$ cat src/rtl/ky11_dmaarb_pkg.sv
// Shared constants and types for the KY11 DMA arbiter: cycle-type codes,
// Unibus address/data widths and the arbiter state encoding.
package ky11_pkg;

  localparam int AW = 18;
  localparam int DW = 16;

  localparam logic [1:0] DMA_DATI  = 2'd0;
  localparam logic [1:0] DMA_DATIP = 2'd1;
  localparam logic [1:0] DMA_DATO  = 2'd2;
  localparam logic [1:0] DMA_DATOB = 2'd3;

  typedef enum logic [2:0] {
    IDLE,
    START,
    WAITBUSY,
    WAITDONE,
    DONE
  } arb_state_t;

endpackage

$ cat src/rtl/ky11_dmaarb_if.sv
// Arbiter <-> KY11 Unibus DMA engine connection; the arbiter is the master,
// the engine the slave.
interface ky11_dmaarb_if;
  import ky11_pkg::*;

  logic          dma_start;
  logic [AW-1:0] dma_addr;
  logic [1:0]    dma_ctrl;
  logic [DW-1:0] dma_wdata;
  logic          dma_busy;
  logic [DW-1:0] dma_rdata;
  logic          dma_timo;
  logic          dma_perr;

  modport master (
    output dma_start, dma_addr, dma_ctrl, dma_wdata,
    input  dma_busy, dma_rdata, dma_timo, dma_perr
  );

  modport slave (
    input  dma_start, dma_addr, dma_ctrl, dma_wdata,
    output dma_busy, dma_rdata, dma_timo, dma_perr
  );

endinterface

$ cat src/rtl/ky11_dmaarb_rrpick.sv
// Combinational round-robin picker: returns the first masked request found
// searching upward from ptr+1, wrapping modulo NREQ.
module ky11_rrpick #(
  parameter int NREQ = 4,
  parameter int IW   = 2
) (
  input  logic [NREQ-1:0] req,
  input  logic [IW-1:0]   ptr,
  input  logic [NREQ-1:0] mask,
  output logic            valid,
  output logic [IW-1:0]   idx
);

  logic [NREQ-1:0] cand;

  generate
    for (genvar gi = 0; gi < NREQ; gi++) begin : g_cand
      assign cand[gi] = req[gi] & mask[gi];
    end
  endgenerate

  // Walk from the farthest candidate to the nearest so the nearest wins.
  always_comb begin
    logic [IW-1:0] j;
    valid = 1'b0;
    idx   = '0;
    j     = '0;
    for (int i = NREQ; i >= 1; i--) begin
      j = IW'((int'(ptr) + i) % NREQ);
      if (cand[j]) begin
        valid = 1'b1;
        idx   = j;
      end
    end
  end

endmodule

$ cat src/rtl/ky11_dmaarb.sv
// Round-robin sharing of the KY11 Unibus DMA engine among NREQ requesters,
// with DATIP->DATO atomicity. Optional counters: KY11_DMAARB_STATS_EN.
module ky11_dmaarb
  import ky11_pkg::*;
#(
  parameter int NREQ   = 4,
  parameter int ACCTMO = 4
) (
  input  logic               CLOCK,
  input  logic               RESET,
  input  logic [NREQ-1:0]    req,
  input  logic [AW*NREQ-1:0] req_addr,
  input  logic [2*NREQ-1:0]  req_ctrl,
  input  logic [DW*NREQ-1:0] req_wdata,
  output logic [NREQ-1:0]    gnt,
  output logic [NREQ-1:0]    done,
  output logic [DW-1:0]      rdata,
  output logic               rtimo,
  output logic               rperr,
  input  logic               armlock,
`ifdef KY11_DMAARB_STATS_EN
  output logic [31:0]        stat_cycles,
  output logic [15:0]        stat_timos,
`endif
  ky11_dmaarb_if.master      dma
);

  localparam int IW = $clog2(NREQ);
  localparam int CW = $clog2(ACCTMO + 1);

  arb_state_t      state_reg;
  logic [IW-1:0]   idx_reg, rr_reg, lock_idx_reg;
  logic            lock_reg;
  logic [CW-1:0]   cnt_reg;
  logic [NREQ-1:0] gnt_reg, done_reg;
  logic            dma_start_reg;
  logic [AW-1:0]   addr_reg;
  logic [1:0]      ctrl_reg;
  logic [DW-1:0]   wdata_reg;
  logic [DW-1:0]   cap_rdata_reg, rdata_reg;
  logic            cap_timo_reg, cap_perr_reg, rtimo_reg, rperr_reg;

  logic [AW-1:0]   addr_arr  [NREQ];
  logic [1:0]      ctrl_arr  [NREQ];
  logic [DW-1:0]   wdata_arr [NREQ];

  generate
    for (genvar gi = 0; gi < NREQ; gi++) begin : g_slice
      assign addr_arr[gi]  = req_addr[gi*AW +: AW];
      assign ctrl_arr[gi]  = req_ctrl[gi*2 +: 2];
      assign wdata_arr[gi] = req_wdata[gi*DW +: DW];
    end
  endgenerate

  logic            pick_valid, lock_hit, win_valid;
  logic [IW-1:0]   pick_idx, win_idx;

  ky11_rrpick #(.NREQ(NREQ), .IW(IW)) u_pick (
    .req   (req),
    .ptr   (rr_reg),
    .mask  ({NREQ{~armlock}}),
    .valid (pick_valid),
    .idx   (pick_idx)
  );

  // A live rmw lock overrides round-robin; a stale one falls through to it.
  always_comb begin
    lock_hit  = lock_reg && req[lock_idx_reg];
    win_idx   = lock_hit ? lock_idx_reg : pick_idx;
    win_valid = !armlock && (lock_hit || pick_valid);
  end

  always_ff @(posedge CLOCK) begin
    if (RESET) begin
      state_reg     <= IDLE;
      idx_reg       <= '0;
      rr_reg        <= '0;
      lock_idx_reg  <= '0;
      lock_reg      <= 1'b0;
      cnt_reg       <= '0;
      gnt_reg       <= '0;
      done_reg      <= '0;
      dma_start_reg <= 1'b0;
      addr_reg      <= '0;
      ctrl_reg      <= '0;
      wdata_reg     <= '0;
      cap_rdata_reg <= '0;
      cap_timo_reg  <= 1'b0;
      cap_perr_reg  <= 1'b0;
      rdata_reg     <= '0;
      rtimo_reg     <= 1'b0;
      rperr_reg     <= 1'b0;
    end else begin
      dma_start_reg <= 1'b0;
      done_reg      <= '0;
      case (state_reg)
        IDLE: begin
          if (!armlock && lock_reg && !req[lock_idx_reg])
            lock_reg <= 1'b0;
          if (win_valid) begin
            idx_reg   <= win_idx;
            gnt_reg   <= {{(NREQ-1){1'b0}}, 1'b1} << win_idx;
            addr_reg  <= addr_arr[win_idx];
            ctrl_reg  <= ctrl_arr[win_idx];
            wdata_reg <= wdata_arr[win_idx];
            state_reg <= START;
          end
        end
        START: begin
          dma_start_reg <= 1'b1;
          cnt_reg       <= '0;
          state_reg     <= WAITBUSY;
        end
        WAITBUSY: begin
          if (dma.dma_busy) begin
            state_reg <= WAITDONE;
          end else begin
            cnt_reg <= cnt_reg + 1'b1;
            // Engine never went busy: refused or held in INIT.
            if (cnt_reg == CW'(ACCTMO - 1)) begin
              cap_rdata_reg <= '0;
              cap_timo_reg  <= 1'b1;
              cap_perr_reg  <= 1'b0;
              state_reg     <= DONE;
            end
          end
        end
        WAITDONE: begin
          if (!dma.dma_busy) begin
            cap_rdata_reg <= dma.dma_rdata;
            cap_timo_reg  <= dma.dma_timo;
            cap_perr_reg  <= dma.dma_perr;
            state_reg     <= DONE;
          end
        end
        DONE: begin
          done_reg     <= gnt_reg;
          gnt_reg      <= '0;
          rr_reg       <= idx_reg;
          rdata_reg    <= cap_rdata_reg;
          rtimo_reg    <= cap_timo_reg;
          rperr_reg    <= cap_perr_reg;
          lock_reg     <= (ctrl_reg == DMA_DATIP) && !cap_timo_reg;
          lock_idx_reg <= idx_reg;
          state_reg    <= IDLE;
        end
        default: state_reg <= IDLE;
      endcase
    end
  end

  assign gnt           = gnt_reg;
  assign done          = done_reg;
  assign rdata         = rdata_reg;
  assign rtimo         = rtimo_reg;
  assign rperr         = rperr_reg;
  assign dma.dma_start = dma_start_reg;
  assign dma.dma_addr  = addr_reg;
  assign dma.dma_ctrl  = ctrl_reg;
  assign dma.dma_wdata = wdata_reg;

`ifdef KY11_DMAARB_STATS_EN
  logic [31:0] stat_cycles_reg;
  logic [15:0] stat_timos_reg;

  always_ff @(posedge CLOCK) begin
    if (RESET) begin
      stat_cycles_reg <= '0;
      stat_timos_reg  <= '0;
    end else if (state_reg == DONE) begin
      if (stat_cycles_reg != 32'hFFFF_FFFF)
        stat_cycles_reg <= stat_cycles_reg + 1'b1;
      if (cap_timo_reg && stat_timos_reg != 16'hFFFF)
        stat_timos_reg <= stat_timos_reg + 1'b1;
    end
  end

  assign stat_cycles = stat_cycles_reg;
  assign stat_timos  = stat_timos_reg;
`endif

endmodule

$ cat src/flat_wrapper.sv
// flat-port wrapper written by rule: the top's interface ports become plain ports
module ky11_dmaarb_flat import ky11_pkg::*;
#(
  parameter int NREQ   = 4,
  parameter int ACCTMO = 4
)
  (CLOCK, RESET, req, req_addr, req_ctrl, req_wdata, gnt, done, rdata, rtimo, rperr, armlock, dma_dma_start, dma_dma_addr, dma_dma_ctrl, dma_dma_wdata, dma_dma_busy, dma_dma_rdata, dma_dma_timo, dma_dma_perr);
  ky11_dmaarb_if dma_i ();
  input  logic CLOCK;
  input  logic RESET;
  input  logic [NREQ-1:0] req;
  input  logic [AW*NREQ-1:0] req_addr;
  input  logic [2*NREQ-1:0] req_ctrl;
  input  logic [DW*NREQ-1:0] req_wdata;
  output logic [NREQ-1:0] gnt;
  output logic [NREQ-1:0] done;
  output logic [DW-1:0] rdata;
  output logic rtimo;
  output logic rperr;
  input  logic armlock;
  output wire logic [$bits(dma_i.dma_start)-1:0] dma_dma_start;
  output wire logic [$bits(dma_i.dma_addr)-1:0] dma_dma_addr;
  output wire logic [$bits(dma_i.dma_ctrl)-1:0] dma_dma_ctrl;
  output wire logic [$bits(dma_i.dma_wdata)-1:0] dma_dma_wdata;
  input wire logic [$bits(dma_i.dma_busy)-1:0] dma_dma_busy;
  input wire logic [$bits(dma_i.dma_rdata)-1:0] dma_dma_rdata;
  input wire logic [$bits(dma_i.dma_timo)-1:0] dma_dma_timo;
  input wire logic [$bits(dma_i.dma_perr)-1:0] dma_dma_perr;
  assign dma_dma_start = dma_i.dma_start;
  assign dma_dma_addr = dma_i.dma_addr;
  assign dma_dma_ctrl = dma_i.dma_ctrl;
  assign dma_dma_wdata = dma_i.dma_wdata;
  assign dma_i.dma_busy = dma_dma_busy;
  assign dma_i.dma_rdata = dma_dma_rdata;
  assign dma_i.dma_timo = dma_dma_timo;
  assign dma_i.dma_perr = dma_dma_perr;
  ky11_dmaarb #(.NREQ(NREQ), .ACCTMO(ACCTMO)) u_core (.CLOCK(CLOCK), .RESET(RESET), .req(req), .req_addr(req_addr), .req_ctrl(req_ctrl), .req_wdata(req_wdata), .gnt(gnt), .done(done), .rdata(rdata), .rtimo(rtimo), .rperr(rperr), .armlock(armlock), .dma(dma_i));
endmodule
$ cat config.mk
export PLATFORM = sky130hd
export DESIGN_NAME = ky11_dmaarb_flat
export DESIGN_NICKNAME = d
export VERILOG_FILES = /design/src/rtl/ky11_dmaarb_pkg.sv /design/src/rtl/ky11_dmaarb_if.sv /design/src/rtl/ky11_dmaarb_rrpick.sv /design/src/rtl/ky11_dmaarb.sv /design/src/flat_wrapper.sv
export SDC_FILE = /design/constraint.sdc
export NUM_CORES = 1
export LEC_CHECK = 0
export ABC_AREA = 1
export BUFFER_PORTS_ARGS = -buffer_cell sky130_fd_sc_hd__buf_2
export CORE_UTILIZATION = 30
export DETAILED_ROUTE_END_ITERATION = 12
export GPL_TIMING_DRIVEN = 0
export SYNTH_ARGS = -nofsm -noshare
export SYNTH_HDL_FRONTEND = slang
export SYNTH_SLANG_ARGS = --single-unit
$ cat constraint.sdc
create_clock -name CLOCK -period 3.87 [get_ports CLOCK]
set_input_delay 0.774 -clock CLOCK [delete_from_list [all_inputs] [get_ports CLOCK]]
set_output_delay 0.774 -clock CLOCK [all_outputs]
set_load 0.005 [all_outputs]
==> results of run 1 <==
-- layout make-up --
type,instances,area (um^2)
multi-input cells,587,2618
fillers,1782,9328
plain buffers,55,292.8
repair buffers,231,1156
clock inverters,6,68.82
inverters,65,244.0
well taps,216,270.3
flip-flops and latches,92,1842
clock buffers,10,239.0
-- placed cells by master (no fill, tap or decap), types with 2 or more instances in the layout --
master / n
a21boi_0: 2
a21oi_1: 31
buf_2: 246
buf_6: 9
clkbuf_1: 30
clkbuf_16: 9
dfxtp_1: 92
ha_1: 2
inv_1: 60
inv_2: 4
inv_6: 2
nand2_1: 133
nand2_4: 2
nand3_1: 104
nand4_1: 37
nor2_1: 204
nor3_1: 4
o21ai_0: 61
-- per-stage QoR --
stage | cell area (um^2) | setup slack, ns | total power, W | cells
floorplan | 4996 | 1.587 | 0.002114 | 799
global placement | 6422 | 1.019 | 0.002662 | 1246
detailed placement | 6422 | 1.042 | 0.002669 | 1246
CTS | 6730 | 1.404 | 0.003607 | 1262
global route | 6730 | 1.189 | 0.003827 | 1262
finish | 6730 | 1.381 | 0.003558 | 1262
-- routing by layer --
layer | wire length (um) | vias up | track usage (%)
li1 | - | 3070 | -
met1 | 7634 | 2596 | 24.76
met2 | 8593 | 213 | 36.10
met3 | 1309 | 23 | 5.885
met4 | 316 | 2 | 6.558
met5 | 13 | - | 0
-- power breakdown --
part | leakage [nW] | switching (W) | total, W | internal [W]
logic | 2.60 | 0.000840 | 0.00137 | 0.000529
clock network | 0.149 | 0.000397 | 0.000920 | 0.000523
registers | 0.752 | 0.000115 | 0.00127 | 0.00115
total | 3.50 | 0.00135 | 0.00356 | 0.00221
-- critical path, cell delays in order --
cell	delay, ns
buf_2	0.12
inv_1	0.18
nand3_1	0.15
nand2_1	0.10
nand2_1	0.06
nand2_1	0.08
inv_2	0.05
nand2_1	0.07
nand3_1	0.08
nand2_2	0.24
nand2_4	0.10
buf_6	0.16
buf_6	0.15
nor2_1	0.17
nor2_1	0.08
nor2_1	0.11
nor2_1	0.04
-- cells by family (layout without fill, tap and decap cells) --
| group | count (synthesis) | in the layout | synth area share [%] |
|---|---|---|---|
| adder cells (fa/ha/maj) | 2 | 2 | 0.5008 |
| AND/OR/NAND/NOR | 487 | 487 | 41.67 |
| AO/OA/AOI/OAI | 98 | 98 | 10.22 |
| buffers and inverters | 120 | 367 | 10.74 |
| flip-flops | 92 | 92 | 36.86 |
-- path summary, 6_finish.rpt --
path / endpoint / cells past startpoint / slack (ns) / startpoint
worst max-delay path: u_core.dma.dma_addr[14] / 17 / 1.38 / armlock
worst max register to register: u_core.dma.dma_wdata[13] / 12 / 1.56 / u_core.rr_reg[0]
worst min-delay path: u_core.done[2] / 2 / 0.46 / u_core.gnt[2]
worst min register to register: u_core.done[2] / 2 / 0.46 / u_core.gnt[2]
==> summary.txt, run 1 <==
Outcome
  • Status: finished, final reports clean

Placed design
  • Routability cong.: roughly 0.86
  • DP Wirelength: between 10000 and 15000 um
  • Buffers on Ports: around 230

Power
  • Peak supply drop: between 200 and 250 uV
  • Power density cells: ~530 mW/mm^2
  • Lkg Pwr: around 3.5 nW

Synthesis
  • Synth warn: 0
  • Post-Synthesis Cells: roughly 800
  • Area contributors post-synth: dfxtp_1 37%, nor2_1 15%, nand3_1 10%
  • Most frequent cells after synthesis: 204 x nor2_1, 133 x nand2_1, 104 x nand3_1, 92 x dfxtp_1, 61 x o21ai_0
  • Yosys top cell area share: around 37%
  • Cell with the most instances after synthesis: nor2_1
  • Synth Net Count: ~970
  • Area of the mapped netlist: roughly 0.005 mm^2
  • Post-synth top area cell: dfxtp_1
  • Post-Synthesis Mean Instance Area: roughly 6.3 um^2
  • Library cells used by synthesis: 25
  • Post-synthesis sequential area ratio: ~37%
  • #FFs+latches synth: 92
  • Number of synthesized flops with an enable pin: 0
  • Ys flop type: dfxtp_1
  • Fraction of registers with async set/reset: 0%

CTS
  • # clock sinks: 92
  • Clock slew at reported path FFs: 0.07 ns
  • CTS tree: done
  • Clock tree buffer depth: 2
  • Worst-skew pair later-pin latency: about 0.35 ns
  • Post-CTS setup buffers: 0
  • CTS buffer count: 9
  • Root Buffer: clkbuf_16
  • CTS Hold Bufs: 0
  • H-tree levels: 3
  • CTS-repair resized insts: 0

Detailed routing
  • Vias: ~6000
  • Antenna viol nets, final: 0
  • Via/cell ratio: roughly 4.7
  • Mean routed wirelength per cell: 14.16 um
  • Pre-Repair DR Iteration Count: 5
  • DRC: 0
  • Wirelength, routed: about 18000 um
  • Initial drt markers: between 200 and 250

Global routing
  • First-pass GRT wire length: between 20000 and 30000 um
  • Pin count of the biggest net entering global routing: 17
  • Tot GR Track Use: a little over a fifth
  • Vias in the first global route: 5347
  • Initial antenna violation count: 1
  • Gr ovfl total: 0

Floorplanning
  • Die Ht: 131.1 um
  • Starting Density: a little under a third
  • Cell Rows: 46
  • Die width: 131.1 um
  • Die area: approximately 0.017 mm^2
  • I/O pin cnt: between 200 and 250
  • Placeable core area: 0.01606 mm^2

STA
  • Fmax: 0.4018 GHz
  • Slew HR: a little under three fifths
  • # setup viols final: 0
  • RSZ-0062 raised after global routing: no
  • Slew @ Worst Pin: 0.6640 ns
  • Clock Skew: just over 0.007 ns
  • Fin crit period: roughly 2.5 ns
  • Fin Hold WS: 0.4582 ns
  • Max-slew violation count: 0
  • Final Hold Viols: 0
  • Setup Total Neg Slack: 0 ns
  • Fin crit share: 64.31%

Worst setup path
  • Critical path capture point type: flop
  • Worst EP arrival: 2.73 ns
  • Worst setup SP type: input port
  • CP Max Fanout: 10
  • Critical path type: input port to flop
  • Required time worst endpoint: between 4 and 5 ns

Final layout
  • Finished Core Util: a little over two fifths
  • Syn-to-layout area delta: 34.71%
  • # nets final: about 1200
  • Largest register FFs: 18
  • Ratio of cells with drive above 1 in the final layout: roughly 27%
  • Ant. Diodes: 0

Min path
  • Worst hold-check path type: flop to flop

Run
  • Max cap viols: 0
Note: power is estimated with default switching activity, not from simulation.
==> inputs of run 2 (changes only) <==
==> constraint.sdc (replaced) <==
create_clock -name CLOCK -period 2.05 [get_ports CLOCK]
set_input_delay 0.41 -clock CLOCK [delete_from_list [all_inputs] [get_ports CLOCK]]
set_output_delay 0.41 -clock CLOCK [all_outputs]
set_load 0.005 [all_outputs]
==> run 2 against run 1 <==
Setup slack got worse by 1.3 ns. Non-clock buffer count increased by 11. Clock power up 90%. Utilization up 2.2 points. Global-route usage rose by 0.20 points. Critical path type is now flop to flop. Largest cell class unchanged.
==> summary.txt, run 2 (synthesis results as in run 1) <==
Global routing
  • First-pass GRT wire length: about 27000 um
  • Gr busiest metal: met2
  • Gr ovfl total: 0
  • Vias in the first global route: approximately 5400
  • Initial antenna violation count: 1
  • Grt met2 use: about 37%
  • Met3 Resource Use GR: 5.925%
  • Pin count of the biggest net entering global routing: 17
  • GRT met1 Usage: between 20% and 30%
  • Tot GR Track Use: 21.01%

Min path
  • Worst hold-check path type: input port to flop
  • Hold EP: u_core.cap_rdata_reg[0]
  • HP Start: dma_dma_rdata[0]
  • Hold Crit Depth: 3

Final layout
  • Commonest non-fill, non-tap cell in the layout: buf_2
  • Largest register FFs: 18
  • Syn-to-layout area delta: 41.77%
  • Ratio of cells with drive above 1 in the final layout: 32.17%
  • # nets final: 1224
  • Commonest non-fill, non-tap cells in the layout: 233 x buf_2, 198 x nor2_1, 118 x nand2_1, 99 x nand3_1, 90 x dfxtp_1
  • Ant. Diodes: 0

CTS
  • H-tree levels: 3
  • Worst-skew pair later-pin latency: 0.35 ns
  • CTS buffer count: 9
  • CTS Hold Bufs: 0
  • Root Buffer: clkbuf_16
  • Clock slew at reported path FFs: ~0.070 ns
  • # clock sinks: 92
  • CTS tree: done
  • Clock tree buffer depth: 2

Floorplanning
  • Placeable core area: between 0.015 and 0.02 mm^2
  • Die Ht: around 130 um
  • I/O pin cnt: ~230
  • Starting Density: just over 30%
  • Cell Rows: 46
  • Die area: between 0.015 and 0.02 mm^2
  • Die width: between 100 and 150 um

Worst setup path
  • Worst setup SP type: flop
  • R2R depth: 17
  • CP delay by family, top: simple AND/OR/NAND/NOR gates
  • Crit-path slowest cell: dfxtp_2
  • Crit-path cells: inv_4 -> nand2_1 -> nand2_2 -> inv_2 -> nand2_2 -> nand2_4 -> nand2_4 -> nand2_2 -> nand2_2 -> nand2_4 -> nand2_8 -> buf_12 -> buf_6 -> nor2_2 -> nor2_1 -> nor2_1 -> nor2_1
  • Critical path type: flop to flop
  • Required time worst endpoint: 2.29 ns
  • Slowest stage delay, CP: approximately 0.42 ns
  • R2R Path End: u_core.dma.dma_addr[14]
  • Worst Path Buf+Inv: 4
  • Worst EP arrival: 2.22 ns
  • Crit path top cell by count: nand2_2
  • CP Max Fanout: 10
  • Reg2reg setup slack: 0.07 ns
  • Critical path capture point type: flop
  • Worst R2R Start: u_core.rr_reg[1]

Detailed routing
  • DRC: 0
  • Wirelength, routed: about 19000 um
  • Pre-Repair DR Iteration Count: 5
  • Via/cell ratio: ~4.7
  • Antenna viol nets, final: 0
  • Mean routed wirelength per cell: 14.55 um
  • Initial drt markers: between 200 and 250
  • Vias: 6028

Placed design
  • Setup Slack @ Placement: -0.4144 ns
  • Routability cong.: 0.8572
  • Buffers on Ports: ~230
  • DP Wirelength: 13850 um

STA
  • RSZ-0062 raised after global routing: yes
  • Fin crit share: a little over nine tenths
  • # setup viols final: 0
  • Fmax: just over 0.5 GHz
  • Max-slew violation count: 0
  • Post-route setup slack: roughly 0.070 ns
  • Clock Skew: approximately 0.007 ns
  • Slew @ Worst Pin: 0.5433 ns
  • Fin crit period: about 2.0 ns
  • Slew HR: roughly 64%
  • Final Hold Viols: 0

Run
  • Max cap viols: 0

Power
  • Tot Pwr: ~0.007 W
  • Power density cells: 981.2 mW/mm^2
  • Peak supply drop: 460.5 uV
  • Lkg Pwr: 3.662 nW

Outcome
  • Status: finished, final reports clean
[run 2: cell types whose count changed in the layout (fill, tap and decap cells not counted), moves of 4 or more]
cell,previous run,this run
clkbuf_1,30,14
clkbuf_2,0,16
nand2_1,133,118
buf_4,0,14
buf_2,246,233
nand2_2,1,13
nor2_1,204,198
nor2_2,0,6
nand3_1,104,99
nand3_2,1,5
[run 2: report_power, final]
| part | internal [W] | total [W] | switching (W) |
|---|---|---|---|
| combinational | 0.00114 | 0.00280 | 0.00166 |
| sequential | 0.00218 | 0.00240 | 0.000223 |
| clock | 0.000988 | 0.00175 | 0.000758 |
[run 2: metrics by stage]
step / utilization [%] / hold WS, ns / instances / area, um^2 / setup TNS [ns]
6_report: 44.11 / 0.3297 / 1273 / 7083 / 0
5_1_grt: 44.11 / 0.3109 / 1273 / 7083 / -0.5096
4_1_cts: 42.46 / 0.3129 / 1265 / 6818 / 0
3_5_place_dp: 40.00 / 0.4510 / 1246 / 6422 / -14.74
3_3_place_gp: 40.00 / 0.4536 / 1246 / 6422 / -15.75
2_1_floorplan: - / 0.4379 / 799 / 4996 / 0
[run 2: worst max path at each step]
stage,slack [ns],to,from,depth (start not counted)
floorplan,0.13,u_core.dma.dma_addr[10],armlock,16
global placement,-0.44,u_core.dma.dma_wdata[15],armlock,12
detailed placement,-0.41,u_core.dma.dma_addr[14],armlock,17
CTS,0.01,u_core.dma.dma_addr[1],u_core.rr_reg[0],17
global route,-0.05,u_core.dma.dma_wdata[6],u_core.rr_reg[1],18
finish,0.07,u_core.dma.dma_addr[14],u_core.rr_reg[1],17
[run 2: area by class of cell]
| type | instances | area [um^2] |
|---|---|---|
| sequential | 92 | 1847 |
| inverter | 65 | 262.8 |
| fill | 1743 | 8975 |
| clock inverter | 6 | 68.82 |
| multi-input combinational | 587 | 2743 |
| timing repair buffer | 242 | 1269 |
| tap | 216 | 270.3 |
| buffer | 55 | 384.1 |
| clock buffer | 10 | 239.0 |
[run 2: timing repair]
action,CTS,global route
setup buffers,3,7
cloned,0,1
pin swaps,2,15
endpoints found under the setup margin,51,50
resized for setup,27,70
[run 2: layer usage]
metal | share of wire, % | vias up | routed length, um
li1 | - | 3098 | -
met5 | 0.070 | - | 13
met4 | 1.6 | 2 | 296
met1 | 42 | 2698 | 7841
met3 | 7.0 | 24 | 1298
met2 | 49 | 206 | 9068
[run 2: tightest hold or removal path, delay by kind of cell]
family	cells	cell delay, ns
buf+inv	1	0.10
simple gates	1	0.07
compound gates	1	0.05
==> inputs of run 3 (changes only) <==
--- a/config.mk
+++ b/config.mk
@@ -8,8 +8,9 @@
 export ABC_AREA = 1
 export BUFFER_PORTS_ARGS = -buffer_cell sky130_fd_sc_hd__buf_2
 export CORE_UTILIZATION = 30
+export CTS_BUF_LIST = sky130_fd_sc_hd__clkbuf_8
 export DETAILED_ROUTE_END_ITERATION = 12
-export GPL_TIMING_DRIVEN = 0
+export PLACE_DENSITY = 0.69
 export SYNTH_ARGS = -nofsm -noshare
 export SYNTH_HDL_FRONTEND = slang
 export SYNTH_SLANG_ARGS = --single-unit
==> run 3 against run 2 <==
Largest power group unchanged. Sequential share of layout area is essentially flat. Critical endpoint is now u_core.dma.dma_addr[4]. Maximum frequency grew 1.1%. Total power shrank 6.2%.
==> summary.txt, run 3 (synthesis results as in run 1) <==
Placed design
  • Setup Slack @ Placement: -0.1156 ns
  • Routability cong.: about 0.86
  • DP Wirelength: approximately 12000 um
  • Buffers on Ports: approximately 230

Global routing
  • Initial antenna violation count: 0
  • First-pass GRT wire length: 25320 um
  • Gr ovfl total: 0
  • Tot GR Track Use: between 10% and 20%
  • Vias in the first global route: between 5000 and 6000
  • Grt met2 use: around 33%
  • Met3 Resource Use GR: under 10%
  • GRT met1 Usage: a little under a quarter
  • Gr busiest metal: met2
  • Pin count of the biggest net entering global routing: 50

Detailed routing
  • Via/cell ratio: approximately 4.8
  • Wirelength, routed: about 17000 um
  • Antenna viol nets, final: 0
  • DRC: 0
  • Initial drt markers: around 360
  • Vias: ~6000
  • Mean routed wirelength per cell: between 10 and 15 um
  • Pre-Repair DR Iteration Count: 5

Worst setup path
  • Reg2reg setup slack: approximately 0.09 ns
  • Critical path type: flop to flop
  • Slowest stage delay, CP: approximately 0.39 ns
  • Required time worst endpoint: 2.32 ns
  • Worst setup SP type: flop
  • Worst R2R Start: u_core.rr_reg[0]
  • Crit-path slowest cell: dfxtp_4
  • WP depth: 16
  • CP delay by family, top: simple AND/OR/NAND/NOR gates
  • Critical path capture point type: flop
  • CP Max Fanout: 8
  • R2R depth: 16
  • Crit-path cells: buf_6 -> nand3_2 -> nand2_1 -> nand2_1 -> nand2_1 -> inv_2 -> nand2_2 -> nand3_2 -> nand2_4 -> nand2_8 -> buf_12 -> buf_4 -> nor2_1 -> nor2_1 -> nor2_1 -> nor2_1
  • Worst Path Buf+Inv: 4
  • R2R Path End: u_core.dma.dma_addr[4]
  • Crit path top cell by count: nor2_1
  • Worst EP arrival: between 2 and 2.5 ns

STA
  • Final Hold Viols: 0
  • Slew HR: around half
  • Fin crit share: 95.53%
  • Post-route setup slack: ~0.09 ns
  • Max-slew violation count: 0
  • Fmax: around 0.51 GHz
  • Clock Skew: 0.01733 ns
  • Fin Hold WS: a little over 0.3 ns
  • RSZ-0062 raised after global routing: yes
  • # setup viols final: 0
  • Fin crit period: 1.958 ns
  • Slew @ Worst Pin: roughly 0.75 ns

Final layout
  • Finished Core Util: between 40% and 50%
  • Commonest non-fill, non-tap cells in the layout: 232 x buf_2, 196 x nor2_1, 119 x nand2_1, 99 x nand3_1, 91 x dfxtp_1
  • # nets final: between 1000 and 1500
  • Syn-to-layout area delta: 41.65%
  • Commonest non-fill, non-tap cell in the layout: buf_2
  • Ratio of cells with drive above 1 in the final layout: 32.08%
  • Ant. Diodes: 0
  • Largest register FFs: 18

Power
  • Peak supply drop: around 330 uV
  • Tot Pwr: 0.006522 W
  • Power density cells: about 920 mW/mm^2
  • Lkg Pwr: 3.646 nW

CTS
  • CTS buffer count: 9
  • Clock tree buffer depth: 2
  • H-tree levels: 3
  • Root Buffer: clkbuf_8
  • Worst-skew pair later-pin latency: between 0.3 and 0.4 ns
  • CTS tree: done
  • CTS Hold Bufs: 0
  • # clock sinks: 92
  • Clock slew at reported path FFs: 0.10 ns

Min path
  • Hold EP: u_core.cap_rdata_reg[15]
  • Worst hold-check path type: input port to flop
  • HP Start: dma_dma_rdata[15]
  • Hold Crit Depth: 3

Run
  • Max cap viols: 0

Floorplanning
  • Starting Density: between 30% and 40%
  • Die area: roughly 0.017 mm^2
  • Placeable core area: 0.01606 mm^2
  • I/O pin cnt: approximately 230
  • Cell Rows: 46
  • Die width: between 100 and 150 um
  • Die Ht: about 130 um

Outcome
  • Status: finished, final reports clean
-- run 3: cell count changes in the layout (fill, tap and decap cells not counted), moves of 2 or more --
cell	change
clkbuf_2	-16
clkbuf_1	-14
buf_4	+10
buf_6	-10
clkbuf_8	+10
buf_12	+7
clkbuf_16	-3
inv_4	-3
clkbuf_4	-2
clkinv_1	+2
clkinvlp_4	-2
nor2_1	-2
nor2_2	+2
-- run 3: worst min-delay path: stages --
cell and delay, ns:
buf_2 0.10, nand3_1 0.07, a21oi_1 0.05
-- run 3: worst max path at each step --
| stage | startpoint | to | slack [ns] |
|---|---|---|---|
| 6_report | u_core.rr_reg[0] | u_core.dma.dma_addr[4] | 0.09 |
| 3_5_place_dp | armlock | u_core.dma.dma_addr[4] | -0.12 |
| 2_1_floorplan | armlock | u_core.dma.dma_addr[10] | 0.13 |
| 5_1_grt | u_core.rr_reg[0] | u_core.dma.dma_wdata[13] | -0.03 |
| 3_3_place_gp | armlock | u_core.dma.dma_addr[7] | -0.08 |
| 4_1_cts | u_core.rr_reg[0] | u_core.dma.dma_addr[4] | 0.02 |
-- run 3: routing by layer --
| metal | up-vias | wire length (um) | part of all wire [%] |
|---|---|---|---|
| li1 | 3060 | - | - |
| met1 | 2671 | 7399 | 43 |
| met2 | 220 | 8330 | 48 |
| met3 | 22 | 1220 | 7.1 |
| met4 | 0 | 291 | 1.7 |
| met5 | - | 0 | 0 |
-- run 3: through the flow --
step           cells  setup TNS (ns)  instance area, um^2
2_1_floorplan    799               0                 4996
3_5_place_dp    1228          -2.042                 6529
6_report        1254               0                 7077
4_1_cts         1244               0                 6729
5_1_grt         1254         -0.2498                 7077
3_3_place_gp    1228          -1.225                 6529
-- run 3: repair_timing --
item,4_1_cts,5_1_grt
gates resized for setup,3,43
setup endpoints to repair,4,40
buffers inserted,0,2
pin swaps,0,12
gates cloned,0,8
-- run 3: final cells by class --
cell class | count | area [um^2]
Clock buffer | 11 | 151.4
Clock inverter | 5 | 42.54
Fill cell | 1666 | 8981
Inverter | 65 | 254.0
Multi-Input combinational cell | 588 | 2749
Sequential cell | 92 | 1846
Tap cell | 216 | 270.3
Timing Repair Buffer | 277 | 1764
-- run 3: power by group --
part	switching, W	total [W]	internal [W]
Clock	0.000729	0.00126	0.000526
Sequential	0.000213	0.00239	0.00218
Combinational	0.00162	0.00288	0.00125
Total	0.00256	0.00652	0.00396
